==> config.mk <==
export PLATFORM = sky130hd
export DESIGN_NAME = imem_loader
export DESIGN_NICKNAME = d
export VERILOG_FILES = /design/src/rtl/imem_loader_pkg.sv /design/src/rtl/imem_loader_ram.sv /design/src/rtl/imem_loader.sv
export SDC_FILE = /design/constraint.sdc
export NUM_CORES = 2
export LEC_CHECK = 0
export CAP_MARGIN = 30
export CELL_PAD_IN_SITES_DETAIL_PLACEMENT = 1
export CELL_PAD_IN_SITES_GLOBAL_PLACEMENT = 2
export CORE_UTILIZATION = 36
export CTS_CLUSTER_SIZE = 30
export DETAILED_ROUTE_END_ITERATION = 12
export PLACE_DENSITY = 0.61
export SETUP_SLACK_MARGIN = 0.1
export SYNTH_ARGS = -nofsm -noshare
export SYNTH_HDL_FRONTEND = slang
export SYNTH_SLANG_ARGS = --single-unit
export TNS_END_PERCENT = 5
==> constraint.sdc <==
create_clock -name clk -period 3.3 [get_ports clk]
set_input_delay 0.495 -clock clk [delete_from_list [all_inputs] [get_ports clk]]
set_output_delay 0.495 -clock clk [all_outputs]
set_load 0.02 [all_outputs]
==> src/rtl/imem_loader_pkg.sv <==
// Shared types and constants for the instruction-memory loader.
package definitions;

    typedef enum logic [2:0] {
        LD_IDLE,
        LD_CLEAR,
        LD_LOAD,
        LD_CHECK,
        LD_RUN
    } loader_state_e;

    // An all-zero word is the MIPS NOP (sll $0,$0,0).
    localparam logic [31:0] NOP_WORD = '0;

endpackage

==> src/rtl/imem_loader_ram.sv <==
// Instruction storage: one synchronous write port, one asynchronous read port.
module imem_ram
    import definitions::*;
#(
    parameter int DATA_W = 32,
    parameter int DEPTH  = 64,
    parameter int ADDR_W = $clog2(DEPTH)
) (
    input  logic              clk,
    input  logic              we,
    input  logic [ADDR_W-1:0] waddr,
    input  logic [DATA_W-1:0] wdata,
    input  logic [ADDR_W-1:0] raddr,
    output logic [DATA_W-1:0] rdata
);

    logic [DATA_W-1:0] mem [DEPTH];

    always_ff @(posedge clk) begin
        if (we) begin
            mem[waddr] <= wdata;
        end
    end

    assign rdata = mem[raddr];

endmodule

==> src/rtl/imem_loader.sv <==
// Streaming instruction-memory loader: clears, loads and releases the core from reset.
// Optional trailing checksum word is enabled by defining IMEM_LOADER_CHECKSUM_EN.
module imem_loader
    import definitions::*;
#(
    parameter int DATA_W = 32,
    parameter int DEPTH  = 64,
    parameter int ADDR_W = $clog2(DEPTH)
) (
    input  logic              clk,
    input  logic              rst,
    input  logic              load_start,
    input  logic [ADDR_W:0]   load_len,
    input  logic              s_valid,
    output logic              s_ready,
    input  logic [DATA_W-1:0] s_data,
    input  logic [ADDR_W-1:0] fetch_addr,
    output logic [DATA_W-1:0] fetch_instr,
    output logic              cpu_rst,
    output logic              busy,
    output logic              done,
    output logic              err_len,
    output logic              err_csum
);

    localparam logic [ADDR_W:0] DEPTH_C = (ADDR_W+1)'(DEPTH);
    localparam logic [ADDR_W:0] LAST_C  = (ADDR_W+1)'(DEPTH - 1);
    localparam logic [ADDR_W:0] ONE_C   = (ADDR_W+1)'(1);

    loader_state_e     state_reg;
    logic [ADDR_W:0]   cnt_reg;
    logic [ADDR_W:0]   len_reg;
    logic              s_ready_reg;
    logic              busy_reg;
    logic              cpu_rst_reg;
    logic              done_reg;
    logic              err_len_reg;
    logic [ADDR_W:0]   cnt_next;
    logic              accept;

    logic              ram_we;
    logic [ADDR_W-1:0] ram_waddr;
    logic [DATA_W-1:0] ram_wdata;
    logic [DATA_W-1:0] ram_rdata;

`ifdef IMEM_LOADER_CHECKSUM_EN
    logic [DATA_W-1:0] csum_reg;
    logic              err_csum_reg;
`endif

    assign accept   = s_valid && s_ready_reg;
    assign cnt_next = cnt_reg + ONE_C;

    // The shared counter addresses the RAM in both CLEAR and LOAD.
    always_comb begin
        ram_we    = 1'b0;
        ram_waddr = cnt_reg[ADDR_W-1:0];
        ram_wdata = DATA_W'(NOP_WORD);
        if (state_reg == LD_CLEAR) begin
            ram_we = 1'b1;
        end else if (state_reg == LD_LOAD && accept) begin
            ram_we    = 1'b1;
            ram_wdata = s_data;
        end
    end

    imem_ram #(
        .DATA_W (DATA_W),
        .DEPTH  (DEPTH),
        .ADDR_W (ADDR_W)
    ) u_ram (
        .clk   (clk),
        .we    (ram_we),
        .waddr (ram_waddr),
        .wdata (ram_wdata),
        .raddr (fetch_addr),
        .rdata (ram_rdata)
    );

    always_ff @(posedge clk) begin
        if (rst) begin
            state_reg    <= LD_IDLE;
            cnt_reg      <= '0;
            len_reg      <= '0;
            s_ready_reg  <= 1'b0;
            busy_reg     <= 1'b0;
            cpu_rst_reg  <= 1'b1;
            done_reg     <= 1'b0;
            err_len_reg  <= 1'b0;
`ifdef IMEM_LOADER_CHECKSUM_EN
            csum_reg     <= '0;
            err_csum_reg <= 1'b0;
`endif
        end else begin
            done_reg <= 1'b0;
            case (state_reg)
                LD_IDLE, LD_RUN: begin
                    if (load_start) begin
                        cpu_rst_reg <= 1'b1;
                        if (load_len > DEPTH_C) begin
                            err_len_reg <= 1'b1;
                            state_reg   <= LD_IDLE;
                        end else begin
                            len_reg     <= load_len;
                            cnt_reg     <= '0;
                            err_len_reg <= 1'b0;
                            busy_reg    <= 1'b1;
                            state_reg   <= LD_CLEAR;
`ifdef IMEM_LOADER_CHECKSUM_EN
                            csum_reg     <= '0;
                            err_csum_reg <= 1'b0;
`endif
                        end
                    end
                end
                LD_CLEAR: begin
                    if (cnt_reg == LAST_C) begin
                        cnt_reg <= '0;
                        if (len_reg == '0) begin
                            busy_reg    <= 1'b0;
                            cpu_rst_reg <= 1'b0;
                            done_reg    <= 1'b1;
                            state_reg   <= LD_RUN;
                        end else begin
                            s_ready_reg <= 1'b1;
                            state_reg   <= LD_LOAD;
                        end
                    end else begin
                        cnt_reg <= cnt_next;
                    end
                end
                LD_LOAD: begin
                    if (accept) begin
                        cnt_reg <= cnt_next;
`ifdef IMEM_LOADER_CHECKSUM_EN
                        csum_reg <= csum_reg ^ s_data;
                        if (cnt_next == len_reg) begin
                            state_reg <= LD_CHECK;
                        end
`else
                        if (cnt_next == len_reg) begin
                            s_ready_reg <= 1'b0;
                            busy_reg    <= 1'b0;
                            cpu_rst_reg <= 1'b0;
                            done_reg    <= 1'b1;
                            state_reg   <= LD_RUN;
                        end
`endif
                    end
                end
`ifdef IMEM_LOADER_CHECKSUM_EN
                LD_CHECK: begin
                    if (accept) begin
                        s_ready_reg <= 1'b0;
                        busy_reg    <= 1'b0;
                        if (s_data == csum_reg) begin
                            cpu_rst_reg <= 1'b0;
                            done_reg    <= 1'b1;
                            state_reg   <= LD_RUN;
                        end else begin
                            err_csum_reg <= 1'b1;
                            state_reg    <= LD_IDLE;
                        end
                    end
                end
`endif
                default: begin
                    state_reg <= LD_IDLE;
                end
            endcase
        end
    end

    // Out-of-range addresses only exist when DEPTH is not a power of two.
    assign fetch_instr = (busy_reg || cpu_rst_reg || ({1'b0, fetch_addr} >= DEPTH_C))
                         ? DATA_W'(NOP_WORD) : ram_rdata;

    assign s_ready = s_ready_reg;
    assign busy    = busy_reg;
    assign cpu_rst = cpu_rst_reg;
    assign done    = done_reg;
    assign err_len = err_len_reg;
`ifdef IMEM_LOADER_CHECKSUM_EN
    assign err_csum = err_csum_reg;
`else
    assign err_csum = 1'b0;
`endif

endmodule

Word level (Yosys, flattened, before mapping) --
Memory sizes are Yosys's and may differ from the RTL's. Index checks and enable logic that the tools add are counted.
Storage, ports and cells: bits in registers 22, output and inout bits 38, memory bits (writable) 2048, memories 1
Cells by class: $add $sub $neg 1, muxes and demuxes 37, reductions and logical operators 15, eq/ne operators 12, order comparisons 1, bitwise operators 1
Memories:
- u_ram.mem | depth 64, bits a word 32, read ports 1, clocked after memory_dff 0, write ports 1, RTL line imem_loader_ram.sv:17 | logic [DATA_W-1:0] mem [DEPTH];
Operators by type and width (count):
- $mux W32 | 3
- $mux W7 | 4
- $pmux W7 S3 | 1
- $mux W1 | 19
- $mux W3 | 5
- $pmux W3 S3 | 1
- $ne A2 B2 Y1 const B | 4
- $reduce_and A4 Y1 | 2
- $add A7 B1 Y7 const B | 1
- $eq A7 B6 Y1 const B | 1
- $eq A7 B7 Y1 | 1
- $gt A7 B7 Y1 const B | 1
- $logic_not A7 Y1 | 1
- $reduce_and A7 Y1 | 1
- $ne A2 B1 Y1 const B | 3
- $pmux W1 S3 | 2
- $reduce_and A6 Y1 | 1
- $reduce_and A5 Y1 | 1
- $pmux W1 S2 | 2
- $eq A3 B1 Y1 const B | 1
- $eq A3 B2 Y1 const B | 1
- $eq A3 B3 Y1 const B | 1
- $logic_not A3 Y1 | 1
- $reduce_and A3 Y1 | 1
- 7 further kinds | 8

Logic depth before layout (Yosys ltp) --
word-level depth 6, depth in mapped cells 10

Hierarchy --
A second synthesis with hierarchy kept.
Second synthesis, totals: cells, all modules 3512, area, all modules 79560.1 um2
Modules (own cells, without submodules):
- imem_ram | seq. area each 61499.0 um2, area each 77872.2 um2, times used 1, cells each 3292
- imem_loader | seq. area each 440.4 um2, area each 1687.9 um2, times used 1, cells each 220

Worst setup path before layout --
No wires, ideal clock.
path kind input -> output, start point in fetch_addr[0], end point out fetch_instr[12], data required time 2805 ps, stages 9, path slack -18 ps, arrival time 2823 ps, path through buf_2 buf_4 buf_6 buf_4 buf_4 mux2i_1 mux2i_1 mux2i_1 a2111oi_0
On the way: word-level cells in the longest chain between the ends 2
RTL lines:
- start, declared | RTL line imem_loader.sv:17 | input logic [ADDR_W-1:0] fetch_addr,
- $mem_v2 Z64 W32
- $mux W32 | RTL line imem_loader.sv:176 | ? DATA_W'(NOP_WORD) : ram_rdata;
- end, declared | RTL line imem_loader.sv:18 | output logic [DATA_W-1:0] fetch_instr,
Every way passes these cells.

Worst setup path in the final report --
start point in fetch_addr[0], end point out fetch_instr[6]
The elaborated chain is that of the path after synthesis.

==> results.yml <==
setup_path:
  end_kind: "output pin"
  path_cells: "buf_16 -> buf_16 -> buf_16 -> buf_4 -> mux4_2 -> mux4_2 -> mux2i_1 -> buf_4 -> o211ai_1 -> buf_4"
  r2r_slack_ps: 740
  reg2reg_from: "cnt_reg[0]$_SDFFE_PP0P_"
  cp.arrival_ps: 3030
  crit_path_start_kind: "primary input"
  required_ps: 2800
  worstSetupPathType: "in2out"
  critPathMaxFanout: 9
  ff2ff_path_depth: 6
  worstReg2RegEnd: "s_ready$_SDFFE_PP0P_"
  worst-path-buf-inv: 6
  slowest_stage: "mux4_2"
  crit_family: "multiplexers"
  slowest_delay_ps: 530
cts:
  insertion_delay_ps: 860
  hold_buffers: 0
  clock_path_buffers: 3
  cts_tree: "built"
  h-tree-depth: 4
  numCtsBuffers: 213
  cts.sinks: 2070
  root_buffer: "clkbuf_16"
  path_clk_slew_ps: 60
route:
  routed_wl_mm: 235
  drc: 0
  drtIter0Drc: 4051
  viasPerCell: 5.51
  antenna_left: 0
  avgRoutedWirePerCell_um: 32.9
  via_count: 39400
  dr.pass1.iters: 5
final_layout:
  fill_cells: 20100
  final_common_cell: "edfxtp_1"
  final_util: 0.441
  syn2layout_area_growth_pct: 21.6
  num-nets-final: 4065
  fin_area_sq_um: 97000
  drive_above_1_share: 0.373
  layout_common_cells: "edfxtp_1, mux4_2, buf_4"
  largest_register_ffs: 2048
  stdcell_count: 7150
flow_run:
  max_cap_violations: 0
die:
  num_io_pins: 87
  die_y_um: 473
  dieArea_sq_um: 223000
  coreArea_sq_um: 220000
  die_w_um: 473
  start_util: 0.363
  row_count: 172
pwr:
  clkPwrFrac: 0.441
  comb_power_share: 0.034
  p_int_mw: 43.0
  ir_drop_uv: 467
  p_leak_nw: 35.3
  power.switching_mw: 11.3
  p_per_area_nw_per_um2: 560
  seqPwrFrac: 0.525
  switching_share: 0.209
outcome:
  outcome: "finished, violations left"
  violations: "setup timing"
yosys:
  synth_seq_cells: 2070
  yosysWarnings: 0
  synth_cells: 3431
  synth_top_area_share: 0.771
  synthArstFlopShare: 0
  yosys.area.top_type: "edfxtp_1"
  avgSynthCellArea_sq_um: 23.2
  synth_edf_count: 2048
  synthFlopType: "edfxtp_1"
  synth_cell_type_count: 61
  syn_nets: 3481
  syn_area_sq_um: 79800
  synthTopCellsByArea: "edfxtp_1, mux4_2, mux2i_1"
  ys_seq_area_frac: 0.777
timing:
  worst_slew_pin_slew_ps: 929
  fin_setup_tns_ps: -2590
  finalSetupViolCount: 26
  slew_viol_final: 0
  rsz0062_at_grt: "yes"
  holdWs_ps: 228
  layout_setup_ws_ps: -222
  max_freq_mhz: 284
  relSlewSlack: 0.379
  finalHoldViolCount: 0
  min_period_over_period: 1.07
  fin_skew_ps: 42.3
  post-route-min-period_ps: 3520
global_route:
  grt_max_degree: 65
  antenna_found_initial: 6
  grt_overflow_total: 0
  grt_pass1_wl_mm: 327
  grt.total_usage: 0.211
  grt_pass1_vias: 41700
worst_hold_path:
  hold_path_depth: 3
  hp-start: "load_len[6]"
  holdPathEnd: "len_reg[6]$_SDFFE_PP0P_"
  hold_path.class: "in2reg"
placed_design:
  dpl_cell_area_sq_um: 89200
  io_buffers: 85
  place.gp.congestion: 0.752
  dp.cells: 6738
  dp_hpwl_mm: 137
per-layer routing:
layer	up-vias	part of all wire	global-route usage
met4	0	0.024	0.0549
li1	15900	-	-
met5	-	0	0
met2	1331	0.48	0.340
met1	21900	0.43	0.298
met3	292	0.061	0.0346
cell families after synthesis:
| logic type | Yosys count | share of synthesized area |
|---|---|---|
| AO/OA/AOI/OAI | 164 | 0.0132 |
| XOR/XNOR | 7 | 0.000769 |
| adder cells (fa/ha/maj) | 1 | 0.000157 |
| buffers and inverters | 188 | 0.0127 |
| flip-flops | 2070 | 0.777 |
| multiplexers | 683 | 0.178 |
| other | 1 | 0.0000470 |
| AND/OR/NAND/NOR | 317 | 0.0187 |
timing repair:
action,in CTS,in global routing
pin swaps,25,5
resized for setup,153,19
cloned,3,0
buffers inserted,15,2
setup endpoints to repair,32,32
cell usage after synthesis (all sizes together) (2+ instances only):
library cell	n
a22oi	19
or3b	2
a31oi	15
or3	5
a21o	4
inv	5
a221oi	4
o31ai	3
o211ai	5
nor3b	3
o21ai	29
and3	12
o21a	2
nor4	2
nand4b	3
mux2i	92
nand3	26
xor2	6
nand2	79
dfxtp	22
buf	130
clkbuf	52
o22ai	13
nor2b	7
mux4	588
nor3	13
edfxtp	2048
a21oi	39
a32oi	3
nand3b	5
and2	34
nand2b	7
mux2	3
a211oi	16
nor2	110
nand4	6
worst max path at each step:
stage                                     from                         end  slack, ps  cells after the start
floorplan                 s_ready$_SDFFE_PP0P_  u_ram.mem[58][0]$_DFFE_PP_        210                      4
finish                           fetch_addr[0]              fetch_instr[6]       -220                     10
detailed placement               fetch_addr[0]             fetch_instr[20]       -740                      8
global route        u_ram.mem[19][6]$_DFFE_PP_              fetch_instr[6]       -270                      6
global placement                 fetch_addr[0]             fetch_instr[20]       -760                      8
CTS                 u_ram.mem[23][6]$_DFFE_PP_              fetch_instr[6]       -280                      6
area by class of cell:
| cell class | count | area (sq um) | area share |
|---|---|---|---|
| Sequential cell | 2070 | 61900 | 0.639 |
| Multi-Input combinational cell | 1173 | 17800 | 0.183 |
| Timing Repair Buffer | 551 | 6650 | 0.0685 |
| Clock buffer | 249 | 5540 | 0.0571 |
| Tap cell | 2958 | 3700 | 0.0382 |
| Clock inverter | 141 | 1350 | 0.0139 |
| Inverter | 6 | 30.0 | 0.000310 |
| Antenna cell | 2 | 5.00 | 0.0000516 |
worst min-delay path: cells and delay by family:
kind	cells	cell delay [ps]
AO/OA/AOI/OAI	1	60
buffers and inverters	2	480
power groups by stage:
stage	Combinational [mW]	Clock, mW	Sequential (mW)
final	1.85	23.9	28.5
after global routing	1.95	25.3	28.5
after CTS	1.87	24.4	28.5
after detailed placement	1.79	0	29.1
after global placement	1.78	0	29.1
after floorplan	0.964	0	29.1
stage by stage:
stage / setup WS, ps / total power, mW
floorplan: 213 / 30.0
global placement: -763 / 30.9
detailed placement: -738 / 30.9
CTS: -281 / 54.8
finish: -222 / 54.3
global route: -274 / 55.8
No activity file was read; power rests on OpenSTA's default activity.
